### src/rtl/alu_pkg.sv
// Shared widths and func_sel opcode constants for the ALU and its subtractor.
package alu_pkg;
    localparam int XW = 17;
    localparam int YW = 8;

    localparam logic [3:0] OP_NOP  = 4'd0;
    localparam logic [3:0] OP_LOAD = 4'd1;
    localparam logic [3:0] OP_ADD  = 4'd2;
    localparam logic [3:0] OP_SUB  = 4'd3;
    localparam logic [3:0] OP_SHL  = 4'd4;
    localparam logic [3:0] OP_SHR  = 4'd5;
    localparam logic [3:0] OP_AND  = 4'd6;
    localparam logic [3:0] OP_OR   = 4'd7;
    localparam logic [3:0] OP_XOR  = 4'd8;
    localparam logic [3:0] OP_NOT  = 4'd9;
    localparam logic [3:0] OP_INC  = 4'd10;
    localparam logic [3:0] OP_DEC  = 4'd11;
    localparam logic [3:0] OP_CMP  = 4'd12;
    localparam logic [3:0] OP_CLR  = 4'd13;
endpackage

### src/rtl/alu_subt.sv
// Combinational subtractor S = A - zext(B), built as A + ~zext(B) + 1.
module subt
    import alu_pkg::*;
(
    input  logic [XW-1:0] A,
    input  logic [YW-1:0] B,
    output logic [XW-1:0] S,
    output logic          Cout,
    output logic          Bo,
    output logic          eqz
);
    logic [XW-1:0] b_ext;
    logic [XW:0]   sum;

    assign b_ext = {{(XW-YW){1'b0}}, B};
    // Cout=1 means no borrow: A >= zext(B).
    assign sum   = {1'b0, A} + {1'b0, ~b_ext} + {{XW{1'b0}}, 1'b1};
    assign S     = sum[XW-1:0];
    assign Cout  = sum[XW];
    assign Bo    = ~sum[XW];
    assign eqz   = (sum[XW-1:0] == '0);
endmodule

### src/rtl/alu.sv
// Single-cycle registered ALU: result and flags update on the edge that samples operands.
module alu
    import alu_pkg::*;
(
    input  logic          clk,
    input  logic          rst,
    input  logic [XW-1:0] X,
    input  logic [YW-1:0] Y,
    input  logic [3:0]    func_sel,
    output logic [XW-1:0] Z,
    output logic          Bo,
    output logic          eqz
);
    logic [XW-1:0] y_ext;
    logic [XW:0]   add_sum;
    logic [XW:0]   inc_sum;
    logic [XW-1:0] sub_s;
    logic          sub_cout;
    logic          sub_bo;
    logic          sub_eqz;
    logic [XW-1:0] z_next;
    logic          bo_next;
    logic          eqz_next;

    assign y_ext   = {{(XW-YW){1'b0}}, Y};
    assign add_sum = {1'b0, X} + {1'b0, y_ext};
    assign inc_sum = {1'b0, X} + {{XW{1'b0}}, 1'b1};

    subt u_subt (
        .A    (X),
        .B    (Y),
        .S    (sub_s),
        .Cout (sub_cout),
        .Bo   (sub_bo),
        .eqz  (sub_eqz)
    );

    always_comb begin
        z_next   = Z;
        bo_next  = Bo;
        eqz_next = eqz;
        unique case (func_sel)
            OP_LOAD: begin z_next = X;                 bo_next = 1'b0;          end
            OP_ADD:  begin z_next = add_sum[XW-1:0];   bo_next = add_sum[XW];   end
            OP_SUB:  begin z_next = sub_s;             bo_next = sub_bo;        end
            OP_SHL:  begin z_next = {X[XW-2:0], 1'b0}; bo_next = X[XW-1];       end
            OP_SHR:  begin z_next = {1'b0, X[XW-1:1]}; bo_next = X[0];          end
            OP_AND:  begin z_next = X & y_ext;         bo_next = 1'b0;          end
            OP_OR:   begin z_next = X | y_ext;         bo_next = 1'b0;          end
            OP_XOR:  begin z_next = X ^ y_ext;         bo_next = 1'b0;          end
            OP_NOT:  begin z_next = ~X;                bo_next = 1'b0;          end
            OP_INC:  begin z_next = inc_sum[XW-1:0];   bo_next = inc_sum[XW];   end
            OP_DEC:  begin z_next = X - {{(XW-1){1'b0}}, 1'b1}; bo_next = (X == '0); end
            OP_CLR:  begin z_next = '0;                bo_next = 1'b0;          end
            default: ;
        endcase
        // Zero flag follows the new result, except CMP which flags X == zext(Y).
        if (func_sel == OP_CMP) begin
            bo_next  = sub_bo;
            eqz_next = sub_eqz;
        end else if (func_sel == OP_SUB) begin
            eqz_next = sub_eqz;
        end else if (func_sel != OP_NOP && func_sel < 4'd14) begin
            eqz_next = (z_next == '0);
        end
    end

    always_ff @(posedge clk) begin
        if (!rst) begin
            Z   <= '0;
            Bo  <= 1'b0;
            eqz <= 1'b1;
        end else begin
            Z   <= z_next;
            Bo  <= bo_next;
            eqz <= eqz_next;
        end
    end

    logic unused_cout;
    assign unused_cout = sub_cout;
endmodule

### config.mk
export PLATFORM = sky130hd
export DESIGN_NAME = alu
export DESIGN_NICKNAME = d
export VERILOG_FILES = /design/src/rtl/alu_pkg.sv /design/src/rtl/alu_subt.sv /design/src/rtl/alu.sv
export SDC_FILE = /design/constraint.sdc
export NUM_CORES = 1
export LEC_CHECK = 0
export ABC_AREA = 1
export CORE_MARGIN = 1
export CORE_UTILIZATION = 55
export CTS_CLUSTER_SIZE = 8
export DETAILED_ROUTE_END_ITERATION = 16
export GPL_ROUTABILITY_DRIVEN = 1
export GPL_TIMING_DRIVEN = 1
export MAX_ROUTING_LAYER = met4
export PLACE_DENSITY = 0.83
export SYNTH_ARGS = -nofsm -noshare
export SYNTH_HDL_FRONTEND = slang
export SYNTH_SLANG_ARGS = --single-unit
### constraint.sdc
create_clock -name clk -period 3.7 [get_ports clk]
set_clock_uncertainty 0.2 [all_clocks]
set_input_delay 0.555 -clock clk [delete_from_list [all_inputs] [get_ports clk]]
set_output_delay 0.555 -clock clk [all_outputs]
set_load 0.02 [all_outputs]
## Word-level counts from Yosys, hierarchy flattened

Index checks and enable logic that the tools add are counted.

| operators by class | value |
|---|---|
| add/subtract/negate cells | 5 |
| reduce and logical (&&, ||, !) cells | 8 |
| mux-type cells | 6 |
| $lt $le $gt $ge | 1 |
| bitwise operators | 6 |
| equality and inequality tests | 13 |

Operator list:

| operator | number |
|---|---|
| 17-bit one-hot mux with 12 select lines | 1 |
| 17-bit logical NOT | 3 |
| 4-bit == test (second input constant) | 6 |
| 17-bit by 1-bit adder with 18-bit output (second input constant) | 1 |
| 17-bit by 17-bit adder with 18-bit output | 1 |
| 17-bit by 8-bit adder with 18-bit output | 1 |
| 18-bit by 1-bit adder with 18-bit output (second input constant) | 1 |
| 17-bit by 8-bit AND with 17-bit output | 1 |
| 17-bit inverter | 1 |
| 8-bit inverter with 17-bit output | 1 |
| 17-bit by 8-bit bitwise OR with 17-bit output | 1 |
| 17-bit by 1-bit subtractor with 17-bit output (second input constant) | 1 |
| 17-bit by 8-bit bitwise XOR with 17-bit output | 1 |
| 4-bit by 3-bit == test with 1-bit output (second input constant) | 4 |
| 4-bit by 2-bit == test with 1-bit output (second input constant) | 2 |
| 8-bit nonzero test | 1 |
| 1-bit one-hot mux with 7 select lines | 1 |
| 6-bit OR reduction | 1 |
| 4-bit by 1-bit == test with 1-bit output (second input constant) | 1 |
| 4-bit less-than comparator (second input constant) | 1 |
| 1-bit 2-to-1 mux | 4 |
| 4-bit nonzero test | 1 |
| 3-bit nonzero test | 1 |
| 1-bit logical AND | 1 |
| 1-bit inverter | 1 |

| word-level totals | value |
|---|---|
| word-level logic and storage cells | 42 |
| input port bits | 31 |
| register bits after elaboration | 19 |
| output and inout port bits | 19 |

## Logic depth before layout (Yosys ltp)

Gate-level depths: netlist (run 1).

| logic depth | value |
|---|---|
| depth after elaboration | 8 |
| mapped depth | 22 |

## Modules after synthesis

Synthesis (run 1) repeated with hierarchy kept, for this count alone.

| unflattened totals | value |
|---|---|
| cell total of the unflattened synthesis | 900 |
| area total of the unflattened synthesis | 4463.0 µm² |

By module, submodules not included:

| module | cells an instance | area each (µm²) | times used | sequential area each (µm²) |
|---|---|---|---|---|
| alu | 720 | 3573.4 | 1 | 380.4 |
| subt | 180 | 889.6 | 1 | 0.0 |

## Least setup slack after synthesis (run 1)

Ideal clock, no wire load.

| timing | value |
|---|---|
| path type | input to register |
| start | input port X[3] |
| end | register eqz |
| buffers on the path | 2 |
| slack | 0.873 ns |
| data required time | 3.385 ns |
| library setup time | 0.115 ns |
| arrival time | 2.512 ns |
| cell stages on the path | 18 |
| path through | buf_2 -> inv_1 -> ha_1 -> clkbuf_1 -> or2_2 -> nand3_1 -> nand2_1 -> nand2_1 -> xor2_1 -> nand2_1 -> nand3_1 -> nand2_1 -> nand2_1 -> nor2_1 -> nand3_1 -> nand2_1 -> nand2_1 -> nand2_1 |

| between the ends | value |
|---|---|
| cells in the longest elaborated chain, start to end | 7 |
| elaborated cells on any way between the ends | 15 |
| classes of those cells | add/sub (5); mux (4); bitwise (4); reduce/logical (2) |

RTL lines:

| item | line | text |
|---|---|---|
| start: declaration | alu.sv:7 | `input logic [XW-1:0] X,` |
| 17-bit by 17-bit adder with 18-bit output | alu_subt.sv:17 | `assign sum = {1'b0, A} + {1'b0, ~b_ext} + {{XW{1'b0}}, 1'b1};` |
| 18-bit by 1-bit adder with 18-bit output | alu_subt.sv:17 |  |
| 17-bit one-hot mux with 12 select lines | alu.sv:42 | `unique case (func_sel)` |
| 17-bit logical NOT | alu.sv:64 | `eqz_next = (z_next == '0);` |
| 1-bit 2-to-1 mux | alu.sv:63 | `end else if (func_sel != OP_NOP && func_sel < 4'd14) begin` |
| 1-bit 2-to-1 mux | alu.sv:61 | `end else if (func_sel == OP_SUB) begin` |
| 1-bit 2-to-1 mux (*) | alu.sv:58 | `if (func_sel == OP_CMP) begin` |
| end signal: assignment | alu.sv:76 | `eqz <= eqz_next;` |
| end: declaration | alu.sv:12 | `output logic eqz` |

Mark *: on every way between the ends. The rest lies on a longest branch, timed or not. The select of a mux whose other input is x is not followed.
A chain may end at the register's enable or synchronous reset.

## Worst setup path after layout (run 1)

| timing | value |
|---|---|
| start | input port X[0] |
| end | register eqz |

Same word-level chain as after synthesis.

==> reports/summary.txt, run 1 <==
Status - finished, final reports clean
Biggest area consumer among synthesized cells - nand2_1
Leading cell type in the layout, fill and taps excluded - nand2_1
VDD IR-drop max - 163.7 uV
Termination of the worst setup path - eqz
Drt pass-1 iters - 6
Starting density of the core - 57.06%
Uppermost routed layer - met4
Die width - 91.54 um
Worst slew margin - 44.50%
Area growth syn-to-layout - 18.02%
Total number of yosys warnings - 0
Most common flop cell mapped by yosys - dfxtp_1
Flip-flop and latch count after synthesis - 19
WL/cell - 17.06 um
Crit path launch type - input pin
Root Buffer Master - clkbuf_8
Clock transition at path regs - 0.07 ns
Post-placement cell count - 1048
Largest fanout on the critical path - 5
Total die area - 0.008379 mm^2
Row cnt - 32
Worst hold-check path type - register to register
Leak pwr - 0.002747 uW
Startpoint of the most critical register-to-register path - Z[0]
Portion of total power attributed to the clock network - 15.3%
Synth Cell Area - 0.004409 mm^2
Type of the worst setup path - input pin to register
Remaining antenna violation count after routing - 0
Overall fraction of global-route tracks in use - 44.88%
Ratio of cells with drive above 1 in the final layout - 6.211%
Post-synth net total - 949
Pin count of the biggest net entering global routing - 21
First element of the critical path - X[0]
Max capacitance violation total - 0
Post-CTS setup buffer count - 0
Mean area per synthesized cell - 4.960 um^2
Synthesized netlist cell count - 889
Total half-perimeter wirelength after legalization and detailed placement - 14.10 mm
Routed met3 length - 2.117 mm
Terminus of the critical flop-to-flop path - eqz
Portion of total power attributed to combinational logic - 60.9%
First-pass GRT wire length - 28.30 mm
Worst hold margin - 0.3178 ns
Routed metal-1 wirelength - 6.744 mm
Kind of end point of the critical path - register
Detailed-route DRC error count - 0
Cell variety after synth - 41
Routed wire length - 17.94 mm
Number of gates given a new drive strength after cts - 0
R2r setup slk - 2.04 ns
Maximum clock rate - 293.3 MHz
Final period utilization - 92.14%
TritonCTS clock tree - built
Average via count per standard cell - 5.843
Hold path startpoint - eqz
Nets@finish - 1011
Antenna violations before repair - 0
Setup TNS - 0 ns
CTS H-tree depth - 1
Total CTS buffers - 3
Diode count - 0
Die Height - 91.54 um
Source-to-sink clock delay at the later pin of the worst-skew pair - 0.27 ns
Hold bufs inserted after CTS - 0
Tightest Pin Transition - 0.8294 ns
DR vias - 6147
Core box area - 0.007727 mm^2
Arr. time, crit path - 3.42 ns
Register area share after synthesis - 8.627%
DR WL met2 - 7.769 mm
Top-area cell type share of the netlist area - 26.73%
Cell internal pwr - 513.3 uW
Number of global-route vias before repair - 5628
Number of enable-type register cells in the synthesized netlist - 0
Leftover overflow at the end of global routing - 0
Cell types with the largest area share after synthesis - nand2_1, nand3_1, nor2_1, inv_1, dfxtp_1
Number of DRC markers after the initial detailed-route iteration - 728
Total net switching power - 475.8 uW
Leading cell types in the layout, fill and taps excluded - nand2_1, nor2_1, nand3_1
Fin crit period - 3.409 ns
Number of max-slew violations in the final report - 0
Buffer levels on the longest clock path - 2
RSZ-0062 raised after global routing - false
Filler cell count in the final layout - 783
Final cell count without fillers - 1052
Global placement routability congestion - 1.116
Worst reg2reg path depth - 12
Hold Fails Final Rpt - 0
Buffers added on ports - 49
Critical path data required time - 3.71 ns
Switching share of total power - 48.11%
Share of async-settable or async-resettable flops after synthesis - 0%
Portion of total power attributed to sequential cells - 23.7%
Power per unit of standard cell area - 190.1 mW/mm^2
Number of placed I/O pins - 50
CTS sink cnt - 19
Total of endpoints with negative setup slack in the final report - 0
Fraction of the core area covered by cells at the end of the flow - 67.34%
## power groups by stage
stage	clock (uW)	combinational (uW)	sequential [uW]
finish	152	603	235
global route	159	657	236
CTS	150	584	235
detailed placement	0	581	239
global placement	0	580	238
floorplan	0	336	263
## how the worst min path moves through the flow
stage / to / slack (ns) / depth (start not counted)
finish: eqz / 0.32 / 2
global route: eqz / 0.35 / 2
CTS: eqz / 0.31 / 2
detailed placement: eqz / 0.29 / 2
global placement: eqz / 0.30 / 2
floorplan: Z[5] / 0.38 / 2
## cell families after synthesis
logic type | after synthesis | synth area share [%]
buffers and inverters | 143 | 13.14
xor gates and xnor gates | 4 | 0.7947
adders and majority gates | 29 | 8.570
and+or+nand+nor | 635 | 60.78
DFF | 19 | 8.626
AOI/OAI and AO/OA | 59 | 8.088
## metal layers
layer,vias to the layer above,track usage [%]
li1,2938,-
met1,2662,53.95
met2,423,68.61
met3,124,8.040
met4,0,29.10
met5,-,-
## registers in the layout, indices dropped and copies added (netlist names)
name,cells
Bo,1
Z,17
eqz,1
## Yosys cell counts (all sizes together) (2+ instances only)
cell	number
nor3	2
o21ai	20
xor2	3
clkbuf	6
ha	27
nor2	149
o21bai	3
and2	3
o211ai	5
fa	2
inv	114
o22ai	4
dfxtp	19
nand3	139
buf	21
clkinv	2
or2	9
a21oi	14
a221oi	3
o221ai	2
a31oi	4
nand4	13
nand2	317
## critical path, cell delays in order
cell and delay [ns]:
clkdlybuf4s50_1 0.59, inv_1 0.10, ha_1 0.23, fa_1 0.41, inv_1 0.07, nand2_1 0.04
nand2_1 0.14, nand3_1 0.11, nand3_1 0.10, nand2_1 0.05, nor2_1 0.17, nand3_1 0.12
nor2_1 0.12, nand2_1 0.08, nor2_1 0.09, nand2_1 0.07, nor2_1 0.13, nand3_1 0.09
nand2_1 0.06, nand2_1 0.05, nand2_1 0.05
## layout make-up
type                       count  area [um^2]  share of cell area, %
clock buffer                   4        45.04                 0.8656
multi-input combinational    727         3450                  66.29
timing repair buffer          84        765.7                  14.72
tap                          102        127.6                  2.453
sequential                    19        380.4                  7.309
inverter                     116        435.4                  8.367
## per-stage QoR
stage | setup slack [ns] | power (uW) | instance area (um^2)
floorplan | 0.8730 | 598.6 | 4409
global placement | 0.2331 | 818.1 | 5159
detailed placement | 0.1443 | 819.9 | 5159
CTS | 0.3257 | 968.4 | 5204
global route | 0.03870 | 1052 | 5204
finish | 0.2906 | 989.1 | 5204
(Power assumes the default switching activity.)
==> run 2: changes to the inputs <==
- CORE_MARGIN: 1 -> not set
==> results of run 2 <==
Final layout, timing and power as in run 1 (identical DEF).
